$ cat src/rtl/pulse_train_pkg.sv
// Shared definitions for the pulse-train transmitter: FSM state encoding and
// default counter widths.
`timescale 1ns/1ps

package pulse_train_pkg;

  localparam int CNT_W_DEF = 16;
  localparam int NUM_W_DEF = 8;

  typedef enum logic [1:0] {
    ST_IDLE = 2'd0,
    ST_HIGH = 2'd1,
    ST_LOW  = 2'd2,
    ST_FIN  = 2'd3
  } state_t;

endpackage

$ cat src/rtl/load_down_counter.sv
// Loadable down-counter that saturates at zero; load wins over enable.
`timescale 1ns/1ps

module load_down_counter #(
  parameter int W = 8
) (
  input  logic         sys_clk,
  input  logic         sys_rst_n,
  input  logic         load,
  input  logic [W-1:0] load_val,
  input  logic         en,
  output logic [W-1:0] cnt,
  output logic         zero
);

  logic [W-1:0] r_cnt;

  // Count register: reload, or step down until the terminal count is reached.
  always_ff @(posedge sys_clk or negedge sys_rst_n) begin
    if (!sys_rst_n) begin
      r_cnt <= '0;
    end else if (load) begin
      r_cnt <= load_val;
    end else if (en && (r_cnt != '0)) begin
      r_cnt <= r_cnt - 1'b1;
    end
  end

  assign cnt  = r_cnt;
  assign zero = (r_cnt == '0);

endmodule

$ cat src/rtl/pulse_train_gen.sv
// Programmable pulse-train transmitter with registered waveform, edge strobes,
// busy and done.
//
// state | meaning
// IDLE  | waiting for start
// HIGH  | signal_out high, phase counter running down from high_cycles-1
// LOW   | signal_out low, phase counter running down from low_cycles-1
// FIN   | one-cycle done strobe; a new start is accepted here
`timescale 1ns/1ps

module pulse_train_gen
  import pulse_train_pkg::*;
#(
  parameter int CNT_W = CNT_W_DEF,
  parameter int NUM_W = NUM_W_DEF
) (
  input  logic             sys_clk,
  input  logic             sys_rst_n,
  input  logic             start,
  input  logic             abort,
  input  logic [CNT_W-1:0] high_cycles,
  input  logic [CNT_W-1:0] low_cycles,
  input  logic [NUM_W-1:0] pulse_num,
  output logic             signal_out,
  output logic             rise_flag,
  output logic             fall_flag,
  output logic             busy,
  output logic             done
);

  state_t r_state;
  state_t w_state_nxt;

  logic [CNT_W-1:0] r_high;
  logic [CNT_W-1:0] r_low;

  logic r_signal_out;
  logic r_rise_flag;
  logic r_fall_flag;
  logic r_busy;
  logic r_done;

  logic             w_accept;
  logic             w_zero_cfg;
  logic             w_ph_load;
  logic [CNT_W-1:0] w_ph_val;
  logic             w_ph_en;
  logic [CNT_W-1:0] w_ph_cnt;
  logic             w_ph_zero;
  logic             w_pl_load;
  logic [NUM_W-1:0] w_pl_val;
  logic             w_pl_en;
  logic [NUM_W-1:0] w_pl_cnt;
  logic             w_pl_zero;
  logic             w_unused;

  logic w_sig_nxt;
  logic w_rise_nxt;
  logic w_fall_nxt;
  logic w_busy_nxt;
  logic w_done_nxt;

  // FIN reports busy=0, so a start there is taken just like in IDLE.
  assign w_accept   = start && !abort && ((r_state == ST_IDLE) || (r_state == ST_FIN));
  assign w_zero_cfg = (high_cycles == '0) || (low_cycles == '0) || (pulse_num == '0);

  // The counters are only observed through their zero flags.
  assign w_unused = ^{w_ph_cnt, w_pl_cnt};

  load_down_counter #(.W(CNT_W)) u_phase_cnt (
    .sys_clk   (sys_clk),
    .sys_rst_n (sys_rst_n),
    .load      (w_ph_load),
    .load_val  (w_ph_val),
    .en        (w_ph_en),
    .cnt       (w_ph_cnt),
    .zero      (w_ph_zero)
  );

  load_down_counter #(.W(NUM_W)) u_pulse_cnt (
    .sys_clk   (sys_clk),
    .sys_rst_n (sys_rst_n),
    .load      (w_pl_load),
    .load_val  (w_pl_val),
    .en        (w_pl_en),
    .cnt       (w_pl_cnt),
    .zero      (w_pl_zero)
  );

  // State register.
  always_ff @(posedge sys_clk or negedge sys_rst_n) begin
    if (!sys_rst_n) begin
      r_state <= ST_IDLE;
    end else begin
      r_state <= w_state_nxt;
    end
  end

  // Latched phase lengths, reused for every reload during the train.
  always_ff @(posedge sys_clk or negedge sys_rst_n) begin
    if (!sys_rst_n) begin
      r_high <= '0;
      r_low  <= '0;
    end else if (w_accept) begin
      r_high <= high_cycles;
      r_low  <= low_cycles;
    end
  end

  // Next-state, counter control and next output values.
  always_comb begin
    w_state_nxt = r_state;
    w_ph_load   = 1'b0;
    w_ph_val    = '0;
    w_ph_en     = 1'b0;
    w_pl_load   = 1'b0;
    w_pl_val    = '0;
    w_pl_en     = 1'b0;

    case (r_state)
      ST_IDLE, ST_FIN: begin
        w_state_nxt = ST_IDLE;
        if (w_accept) begin
          if (w_zero_cfg) begin
            w_state_nxt = ST_FIN;
          end else begin
            w_state_nxt = ST_HIGH;
            w_ph_load   = 1'b1;
            w_ph_val    = high_cycles - 1'b1;
            w_pl_load   = 1'b1;
            w_pl_val    = pulse_num - 1'b1;
          end
        end
      end
      ST_HIGH: begin
        if (abort) begin
          w_state_nxt = ST_IDLE;
          w_ph_load   = 1'b1;
          w_pl_load   = 1'b1;
        end else if (w_ph_zero) begin
          w_state_nxt = ST_LOW;
          w_ph_load   = 1'b1;
          w_ph_val    = r_low - 1'b1;
        end else begin
          w_ph_en = 1'b1;
        end
      end
      ST_LOW: begin
        if (abort) begin
          w_state_nxt = ST_IDLE;
          w_ph_load   = 1'b1;
          w_pl_load   = 1'b1;
        end else if (w_ph_zero) begin
          if (!w_pl_zero) begin
            w_state_nxt = ST_HIGH;
            w_pl_en     = 1'b1;
            w_ph_load   = 1'b1;
            w_ph_val    = r_high - 1'b1;
          end else begin
            w_state_nxt = ST_FIN;
          end
        end else begin
          w_ph_en = 1'b1;
        end
      end
      default: w_state_nxt = ST_IDLE;
    endcase

    w_sig_nxt  = (w_state_nxt == ST_HIGH);
    w_busy_nxt = (w_state_nxt == ST_HIGH) || (w_state_nxt == ST_LOW);
    w_done_nxt = (w_state_nxt == ST_FIN);
    w_rise_nxt = (w_state_nxt == ST_HIGH) && (r_state != ST_HIGH);
    w_fall_nxt = r_signal_out && (w_state_nxt != ST_HIGH);
  end

  // Registered outputs.
  always_ff @(posedge sys_clk or negedge sys_rst_n) begin
    if (!sys_rst_n) begin
      r_signal_out <= 1'b0;
      r_rise_flag  <= 1'b0;
      r_fall_flag  <= 1'b0;
      r_busy       <= 1'b0;
      r_done       <= 1'b0;
    end else begin
      r_signal_out <= w_sig_nxt;
      r_rise_flag  <= w_rise_nxt;
      r_fall_flag  <= w_fall_nxt;
      r_busy       <= w_busy_nxt;
      r_done       <= w_done_nxt;
    end
  end

  assign signal_out = r_signal_out;
  assign rise_flag  = r_rise_flag;
  assign fall_flag  = r_fall_flag;
  assign busy       = r_busy;
  assign done       = r_done;

endmodule

$ cat config.mk
export PLATFORM = sky130hd
export DESIGN_NAME = pulse_train_gen
export DESIGN_NICKNAME = d
export VERILOG_FILES = /design/src/rtl/pulse_train_pkg.sv /design/src/rtl/load_down_counter.sv /design/src/rtl/pulse_train_gen.sv
export SDC_FILE = /design/constraint.sdc
export NUM_CORES = 1
export LEC_CHECK = 0
export ABC_AREA = 1
export BUFFER_PORTS_ARGS = -buffer_cell sky130_fd_sc_hd__buf_2
export CAP_MARGIN = 20
export CORE_ASPECT_RATIO = 0.5
export CORE_UTILIZATION = 25
export CTS_CLUSTER_DIAMETER = 50
export DETAILED_ROUTE_END_ITERATION = 10
export GPL_TIMING_DRIVEN = 0
export PLACE_DENSITY_LB_ADDON = 0.25
export SYNTH_ARGS = -nofsm -noshare
export SYNTH_HDL_FRONTEND = slang
export SYNTH_HIERARCHICAL = 1
export SYNTH_SLANG_ARGS = --single-unit
export TNS_END_PERCENT = 50
$ cat constraint.sdc
create_clock -name sys_clk -period 3.8 [get_ports sys_clk]
set_clock_uncertainty 0.05 [all_clocks]
set_input_delay 0.76 -clock sys_clk [delete_from_list [all_inputs] [get_ports sys_clk]]
set_output_delay 0.76 -clock sys_clk [all_outputs]
set_load 0.01 [all_outputs]
==> results.yml, run 1 <==
cells_and_area:
  drive_above_1_share_pct: 13.9
  syn2layout_area_growth_pct: 18.2
  fin_cells: 1146
  n_antenna_cell: 0
  fillCellCount: 2201
  fin_nets: 933
  fin_area_um2: 6050
yosys:
  yosys.area.top_type_share_pct: 30.8
  synth_compound_area_share_pct: 8.16
  synth_top_area_cell: "dfrtp_1"
  yosysWarnings: 6
  yosys-top-cells-count: "nand2_1 (270), nor2_1 (112), inv_1 (102)"
  synth_mux_area_share_pct: 0
  synth_area_leaders: "dfrtp_1 (31%), nand2_1 (20%), nor2_1 (8.2%)"
  synth_top_family_by_area: "simple AND/OR/NAND/NOR gates"
  syn_inst: 817
  synth.most_common_cell: "nand2_1"
  synth_nets: 874
  synth_cell_type_count: 33
  synth_edf_count: 0
  syn_area_per_cell_um2: 6.27
  synthXorXnorAreaFrac_pct: 4.45
  synth.yosys.seq_area_share_pct: 30.8
  synth_fa_ha_area_share_pct: 3.18
  async_flop_share_pct: 100
  synthSimpleGateAreaFrac_pct: 43.4
  ys_seq_elements: 63
  synth_area_um2: 5120
  synth_top_flop_cell: "dfrtp_1"
power_and_ir_drop:
  power_density_nw_per_um2: 483
  power_frac_seq_pct: 33.2
  switchingPower_mw: 1.12
  p_leak_nw: 3.08
  pwr-share-clk_pct: 34.0
  p_sw_share_pct: 38.4
  peakVddDrop_v: 0.000179
  internal_power_mw: 1.80
  p_comb_share_pct: 32.8
clocking:
  clock-sinks: 63
  post-cts-setup-buffer-count: 0
  clkTransAtPathRegs_ns: 0.06
  h-tree-depth: 3
  insertion_delay_ns: 0.34
  cts-root-buf: "clkbuf_16"
  cts_buffer_depth: 2
  cts_buffers: 9
  cts_tree: "yes"
timing:
  grt_setup_unrepaired: "no"
  post-route-min-period_ns: 3.49
  finalMaxSlewViolations: 0
  tightest_slew_ns: 0.859
  fin_setup_tns_ns: 0
  layout_setup_ws_ns: 0.307
  setup_viol: 0
  finalHoldViolations: 0
  clock.fmax_mhz: 286
  whs_ns: 0.437
  maxSlewHeadroom_pct: 42.7
  period_share_pct: 91.9
routing:
  dr.pass1.iters: 5
  dr_total_vias: 5215
  routedWlPerCell_um: 13.9
  drc: 0
  wirelength_um: 15900
  drtIter0Drc: 468
  viasPerCell: 4.55
  antenna_left: 0
hold_path:
  min_from: "signal_out"
  worstHoldPathCells: 2
  hold_end: "fall_flag"
  hold_class: "flip-flop to flip-flop"
critical_path:
  reg2reg_slack_ns: 0.31
  critical_path_arrival_ns: 3.71
  slowest_stage: "nor4_4"
  timing.rr.end: "u_phase_cnt/cnt[4]"
  reg2reg_depth: 16
  cp_slowest_stage_delay_ns: 0.39
  crit_buf_inv: 3
  crit_path_max_fanout: 10
  crit_family: "simple AND/OR/NAND/NOR gates"
  crit_type: "flip-flop to flip-flop"
  end_kind: "flip-flop"
  path_cells: "inv_1 > ha_1 > inv_1 > nor2_2 > nand3_1 > nor2_2 > nand2_1 > nor4_4 > nand3_1 > clkinv_1 > o21ai_0 > o21ai_0 > nand2_1 > nand2_1 > o21ai_0 > a21oi_2"
  r2r-start: "u_phase_cnt/cnt[0]"
  required_ns: 4.02
  cp-start-kind: "flip-flop"
job:
  max_cap_violations: 0
placed_design:
  gp_congestion: 0.870
  placed_area_um2: 5690
  dp.final_hpwl_um: 12400
  dpl_worst_slack_ns: 0.0858
  dp.cells: 1131
  port_buffers: 48
floorplan:
  start_util_pct: 25.9
  core-area_um2: 19800
  dieArea_um2: 21100
  fp.dieH_um: 103
  rows: 36
  ios: 49
  fp.dieW_um: 204
global_routing:
  grt_pass1_wl_um: 26100
  antenna_found_initial: 0
  grt_usage_pct: 16.0
  gr-total-overflow: 0
  grt_max_degree: 64
  grt_pass1_vias: 4969
outcome:
  status: "finished, final reports clean"
==> sequential cells by signal (all words and copies together) (netlist names) <==
signal           count
fall_flag            1
u_pulse_cnt/cnt      8
signal_out           1
done                 1
r_state              2
rise_flag            1
r_low               16
u_phase_cnt/cnt     16
r_high              16
busy                 1
==> logic make-up (layout without fill, tap and decap cells) <==
group	after synthesis	in the layout
fa+ha+maj	13	13
xor+xnor	26	26
flops	63	63
buf+inv	127	190
compound gates	75	75
simple gates	513	513
==> timing repair <==
item	in CTS	in global routing
hold buffers	0	0
resized for setup	0	2
endpoints found under the setup margin	0	15
==> through the flow <==
stage	power (mW)	util [%]
4_1_cts	2.94	30.5
5_1_grt	3.14	30.6
6_report	2.92	30.6
3_5_place_dp	1.93	28.8
2_1_floorplan	1.67	-
3_3_place_gp	1.91	28.8
==> worst max-delay path by stage <==
stage / from / endpoint / cells after the start
finish: u_phase_cnt/cnt[0] / u_phase_cnt/cnt[4] / 16
global route: u_phase_cnt/cnt[0] / u_phase_cnt/cnt[4] / 16
floorplan: u_phase_cnt/cnt[0] / u_phase_cnt/cnt[14] / 17
CTS: u_phase_cnt/cnt[0] / u_phase_cnt/cnt[14] / 17
detailed placement: u_phase_cnt/cnt[0] / u_phase_cnt/cnt[14] / 17
global placement: u_phase_cnt/cnt[0] / u_phase_cnt/cnt[14] / 17
==> metal layers <==
layer / vias up / wire length [um] / global-route usage [%]
met3: 13 / 538 / 2.82
met5: - / 0 / 0
met1: 2432 / 8310 / 22.5
met4: 0 / 167 / 3.62
met2: 99 / 6930 / 25.7
li1: 2671 / - / -
==> cell usage in the layout (no fill, tap or decap), types with 2 or more instances in the layout <==
cell type    n
inv_1      102
dfrtp_1     63
o21bai_1     2
xor2_1      21
buf_6        4
nand4_1      8
nor2_2      12
xnor2_1      5
ha_1        13
nand2_4      3
o21ai_1      3
nor2_4       3
clkbuf_1     7
nor2_1     112
o21ai_0     49
nor3_1       2
nand2_1    270
a21oi_1     10
inv_2        6
a21oi_2      2
clkbuf_16    9
buf_2       51
nand3_1     83
clkinv_1     3
o21ai_2      3
bufinv_16    3
or2_2        5
o22ai_1      4
nand2_2      6
nand3_2      7
==> area by class of cell <==
| cell class | instances | area [um^2] | area share, % |
|---|---|---|---|
| multi-input combinational | 627 | 3040 | 50.2 |
| sequential | 63 | 1580 | 26.1 |
| inverter | 112 | 422 | 6.97 |
| tap | 266 | 333 | 5.50 |
| timing repair buffer | 48 | 243 | 4.01 |
| clock buffer | 10 | 239 | 3.95 |
| clock inverter | 5 | 106 | 1.76 |
| buffer | 15 | 91.3 | 1.51 |
==> worst register-to-register path, cell delays in order (launching register included) <==
cell and delay, ns:
dfrtp_1 0.37, inv_1 0.12, ha_1 0.25, inv_1 0.07, nor2_2 0.15, nand3_1 0.16, nor2_2 0.16, nand2_1 0.12
nor4_4 0.39, nand3_1 0.35, clkinv_1 0.29, o21ai_0 0.12, o21ai_0 0.34, nand2_1 0.11, nand2_1 0.13, o21ai_0 0.11
a21oi_2 0.14
==> power groups by stage <==
stage / Sequential, mW / Combinational, mW / Clock [mW]
final: 0.970 / 0.957 / 0.991
after global routing: 0.992 / 1.10 / 1.05
after global placement: 0.973 / 0.938 / 0
after detailed placement: 0.975 / 0.953 / 0
after CTS: 0.965 / 0.961 / 1.01
after floorplan: 0.932 / 0.737 / 0
No activity file was read; power rests on OpenSTA's default activity.
==> run 2: changes to the inputs <==
- RECOVER_POWER: not set -> 50
==> results.yml, run 2 (same netlist as run 1, synthesis figures left out) <==
global_routing:
  grt_use_met2_pct: 25.7
  top_usage_layer: "met2"
  grt_pass1_wl_um: 26100
  gr-total-overflow: 0
  grt_usage_pct: 16.0
  antenna_found_initial: 0
  grt_pass1_vias: 4969
  grt_use_met3_pct: 2.82
  met1_usage_pct: 22.5
  grt_max_degree: 64
cells_and_area:
  fillCellCount: 2201
  layout.cells.most_common: "nand2_1"
  final_cell_mix: "nand2_1 (270), nor2_1 (112), inv_1 (102), nand3_1 (83), dfrtp_1 (63)"
  drive_above_1_share_pct: 13.6
  post-route-util_pct: 30.6
  fin_nets: 933
  n_antenna_cell: 0
  syn2layout_area_growth_pct: 18.1
routing:
  wirelength_um: 15900
  routedWlPerCell_um: 13.9
  dr_total_vias: 5213
  drtIter0Drc: 468
  drc: 0
  dr.pass1.iters: 5
  viasPerCell: 4.55
  antenna_left: 0
timing:
  tightest_slew_ns: 1.69
  setup_viol: 0
  clock.fmax_mhz: 288
  period_share_pct: 91.5
  grt_setup_unrepaired: "no"
  maxSlewHeadroom_pct: -12.9
  post-route-min-period_ns: 3.48
  finalHoldViolations: 0
  finalMaxSlewViolations: 64
  fin_setup_tns_ns: 0
critical_path:
  cp-start-kind: "flip-flop"
  reg2reg_depth: 16
  end_kind: "flip-flop"
  path_cells: "inv_1 > ha_1 > inv_1 > nor2_2 > nand3_1 > nor2_2 > nand2_1 > nor4_4 > nand3_1 > clkinv_1 > o21ai_0 > o21ai_0 > nand2_1 > nand2_1 > o21ai_0 > a21oi_2"
  slowest_stage: "nor4_4"
  crit_family: "simple AND/OR/NAND/NOR gates"
  crit_path_max_fanout: 10
  critical_path_arrival_ns: 3.70
  required_ns: 4.02
  timing.rr.end: "u_phase_cnt/cnt[4]"
  crit_buf_inv: 3
  r2r-start: "u_phase_cnt/cnt[0]"
  cp_slowest_stage_delay_ns: 0.38
  crit_type: "flip-flop to flip-flop"
  reg2reg_slack_ns: 0.32
clocking:
  clock-sinks: 63
  insertion_delay_ns: 0.34
  cts_resized: 0
  cts_buffers: 9
  cts-root-buf: "clkbuf_16"
  clkTransAtPathRegs_ns: 0.06
  post-cts-setup-buffer-count: 0
  h-tree-depth: 3
  cts_hold_buf: 0
  cts_buffer_depth: 2
  cts_tree: "yes"
outcome:
  violations: "max-capacitance violations, max-slew violations"
  status: "complete, but fails checks"
hold_path:
  hold_end: "fall_flag"
  hold_class: "flip-flop to flip-flop"
  min_from: "signal_out"
  worstHoldPathCells: 2
floorplan:
  ios: 49
  fp.dieH_um: 103
  rows: 36
  fp.dieW_um: 204
  start_util_pct: 25.9
  dieArea_um2: 21100
  core-area_um2: 19800
placed_design:
  port_buffers: 48
  gp_congestion: 0.870
  dp.final_hpwl_um: 12400
power_and_ir_drop:
  p_leak_nw: 3.07
  peakVddDrop_v: 0.000179
  power_density_nw_per_um2: 483
job:
  max_cap_violations: 1
## run 2: cell count changes in the layout (fill, tap and decap cells not counted)
cell,delta
buf_4,-1
clkbuf_1,+2
clkbuf_2,+1
buf_2,-2
## run 2: how the worst max path moves through the flow
stage	from	endpoint	slack (ns)	cells after the start
floorplan	u_phase_cnt/cnt[0]	u_phase_cnt/cnt[14]	0.91	17
finish	u_phase_cnt/cnt[0]	u_phase_cnt/cnt[4]	0.32	16
global route	u_phase_cnt/cnt[0]	u_phase_cnt/cnt[4]	0.13	16
global placement	u_phase_cnt/cnt[0]	u_phase_cnt/cnt[14]	0.09	17
CTS	u_phase_cnt/cnt[0]	u_phase_cnt/cnt[14]	0.04	17
detailed placement	u_phase_cnt/cnt[0]	u_phase_cnt/cnt[14]	0.09	17
## run 2: layout make-up
| class | instances | area [um^2] | area share (%) |
|---|---|---|---|
| tap | 266 | 333 | 5.51 |
| clock inverter | 5 | 106 | 1.76 |
| clock buffer | 10 | 239 | 3.95 |
| sequential | 63 | 1580 | 26.1 |
| timing repair buffer | 48 | 238 | 3.93 |
| inverter | 112 | 422 | 6.98 |
| buffer | 15 | 91.3 | 1.51 |
| multi-input combinational | 627 | 3040 | 50.3 |
## run 2: tightest hold or removal path, delay by kind of cell, from the launching register on
kind / cells / cell delay, ns
DFF: 1 / 0.37
buffers and inverters: 1 / 0.05
and+or+nand+nor: 1 / 0.03
## run 2: per-stage QoR
stage / worst slack (ns) / instance area (um^2) / hold slack [ns] / total power, mW / instances
floorplan: 0.909 / 5120 / 0.403 / 1.67 / 817
global placement: 0.0878 / 5690 / 0.415 / 1.91 / 1131
detailed placement: 0.0858 / 5690 / 0.430 / 1.93 / 1131
CTS: 0.0438 / 6040 / 0.441 / 2.94 / 1146
global route: 0.132 / 6040 / 0.494 / 3.14 / 1146
finish: 0.322 / 6040 / 0.436 / 2.92 / 1146
## run 2: metal layers
layer	share of wire, %	up-vias
met5	0	-
met4	0.99	0
met3	3.4	11
met2	44	98
met1	52	2433
li1	-	2671
## run 2: where the power goes
| part | switching, mW | internal [mW] |
|---|---|---|
| Combinational | 0.621 | 0.335 |
| Sequential | 0.165 | 0.805 |
| Clock | 0.335 | 0.657 |
==> run 3: changes to the inputs <==
- CTS_BUF_LIST: not set -> sky130_fd_sc_hd__clkbuf_8 sky130_fd_sc_hd__clkbuf_16
- PLACE_DENSITY: not set -> 0.36
- PLACE_DENSITY_LB_ADDON: 0.25 -> not set
==> results.yml, run 3 (same netlist as run 1, synthesis figures left out) <==
floorplan:
  dieArea_um2: 21100
  ios: 49
  core-area_um2: 19800
  fp.dieW_um: 204
  fp.dieH_um: 103
  rows: 36
  start_util_pct: 25.9
hold_path:
  hold_class: "primary input to asynchronous set/reset pin"
routing:
  drtIter0Drc: 279
  viasPerCell: 4.36
  dr_total_vias: 5009
  routedWlPerCell_um: 14.9
  wirelength_um: 17100
  dr.pass1.iters: 5
  antenna_left: 0
  drc: 0
cells_and_area:
  multiInputGateArea_um2: 3040
  syn2layout_area_growth_pct: 17.7
  n_antenna_cell: 0
  fin_area_um2: 6020
  fin_nets: 935
  drive_above_1_share_pct: 13.8
  layout.cells.most_common: "nand2_1"
  fillCellCount: 2249
  final_cell_mix: "nand2_1 (270), nor2_1 (112), inv_1 (103), nand3_1 (83), dfrtp_1 (63)"
  regArea_um2: 1580
  fin_cells: 1149
placed_design:
  dp.cells: 1132
  port_buffers: 48
  gp_congestion: 0.832
  dp.final_hpwl_um: 13700
  placed_area_um2: 5720
critical_path:
  slowest_stage: "dfrtp_1"
  cp_slowest_stage_delay_ns: 0.37
  end_kind: "flip-flop"
  cp-start-kind: "flip-flop"
  crit_path_max_fanout: 10
  path_cells: "inv_1 > ha_1 > inv_1 > nor2_2 > nand3_1 > nor2_2 > nand2_1 > nor4_4 > buf_4 > nand3_1 > clkinv_1 > o21ai_0 > o21ai_1 > nand2_1 > nand2_1 > o21ai_0 > a21oi_2"
  crit_type: "flip-flop to flip-flop"
  critical_path_arrival_ns: 3.66
  path_common_cell: "nand2_1"
  required_ns: 4.02
power_and_ir_drop:
  peakVddDrop_v: 0.000201
  p_total_mw: 2.81
  power_density_nw_per_um2: 467
  p_leak_nw: 3.08
timing:
  tightest_slew_ns: 1.53
  finalMaxSlewViolations: 55
  whs_ns: 0.339
  finalHoldViolations: 0
  grt_setup_unrepaired: "no"
  post-route-min-period_ns: 3.44
  setup_viol: 0
  maxSlewHeadroom_pct: -1.79
  clock.fmax_mhz: 291
  period_share_pct: 90.5
  fin_setup_tns_ns: 0
clocking:
  h-tree-depth: 3
  cts_tree: "yes"
  cts_buffers: 9
  cts_buffer_depth: 2
  insertion_delay_ns: 0.34
  clkTransAtPathRegs_ns: 0.06
  clock-sinks: 63
  cts-root-buf: "clkbuf_16"
outcome:
  violations: "max-capacitance violations, max-slew violations"
  status: "complete, but fails checks"
global_routing:
  grt_pass1_wl_um: 27800
  grt_max_degree: 55
  antenna_found_initial: 0
  gr-total-overflow: 0
  grt_pass1_vias: 4931
  grt_usage_pct: 17.6
job:
  max_cap_violations: 1
[run 3: changes by cell type in the layout (fill, tap and decap cells not counted)]
cell,change
o21ai_0,-1
clkbuf_1,+1
clkinv_4,-1
buf_4,+1
o21ai_2,+1
bufinv_16,-2
clkinv_2,+2
clkbuf_8,+2
clkinvlp_4,-1
inv_1,+1
[run 3: final timing paths]
path / start / to / slack [ns] / cells past startpoint
setup / recovery: u_phase_cnt/cnt[0] / u_phase_cnt/cnt[4] / 0.36 / 17
setup reg to reg: u_phase_cnt/cnt[0] / u_phase_cnt/cnt[4] / 0.36 / 17
max in group asynchronous: sys_rst_n / r_low[11] / 1.47 / 2
hold reg to reg: signal_out / fall_flag / 0.43 / 2
hold / removal: sys_rst_n / u_phase_cnt/cnt[14] / 0.34 / 1
min in group sys_clk: signal_out / fall_flag / 0.43 / 2
[run 3: stage by stage]
stage / setup WS [ns] / utilization, %
6_report: 0.362 / 30.5
5_1_grt: 0.00668 / 30.5
4_1_cts: 0.147 / 30.5
3_5_place_dp: -0.250 / 28.9
3_3_place_gp: -0.248 / 28.8
2_1_floorplan: 0.909 / -
[run 3: timing repair]
action,4_1_cts,5_1_grt
setup endpoints to repair,16,9
hold buffers,0,0
gates resized for setup,2,2
pin swaps,0,1
buffers inserted,0,1
hold endpoints to repair,0,0
[run 3: per-layer routing]
| metal | vias up | GRT usage [%] | share of wire, % |
|---|---|---|---|
| met1 | 2256 | 25.1 | 53 |
| met2 | 70 | 27.7 | 43 |
| met3 | 9 | 3.41 | 3.7 |
| met4 | 0 | 2.93 | 0.65 |
| li1 | 2674 | - | - |
| met5 | - | 0 | 0 |
[run 3: critical path: cells and delay by family (launching register included)]
family / cells / cell delay, ns
adders and majority gates: 1 / 0.26
DFF: 1 / 0.37
buffers and inverters: 4 / 0.68
AOI/OAI and AO/OA: 4 / 0.68
and+or+nand+nor: 8 / 1.31
[run 3: power breakdown]
| group | switching, mW | leakage (nW) | internal, mW |
|---|---|---|---|
| registers | 0.169 | 0.798 | 0.805 |
| logic | 0.621 | 2.12 | 0.336 |
| clock network | 0.325 | 0.160 | 0.557 |
[run 3: cell type report]
cell class | count | area share, %
Sequential cell | 63 | 26.2
Timing Repair Buffer | 50 | 4.13
Clock inverter | 4 | 0.727
Tap cell | 266 | 5.53
Multi-Input combinational cell | 627 | 50.5
Buffer | 15 | 1.52
Clock buffer | 12 | 4.42
Inverter | 112 | 7.00
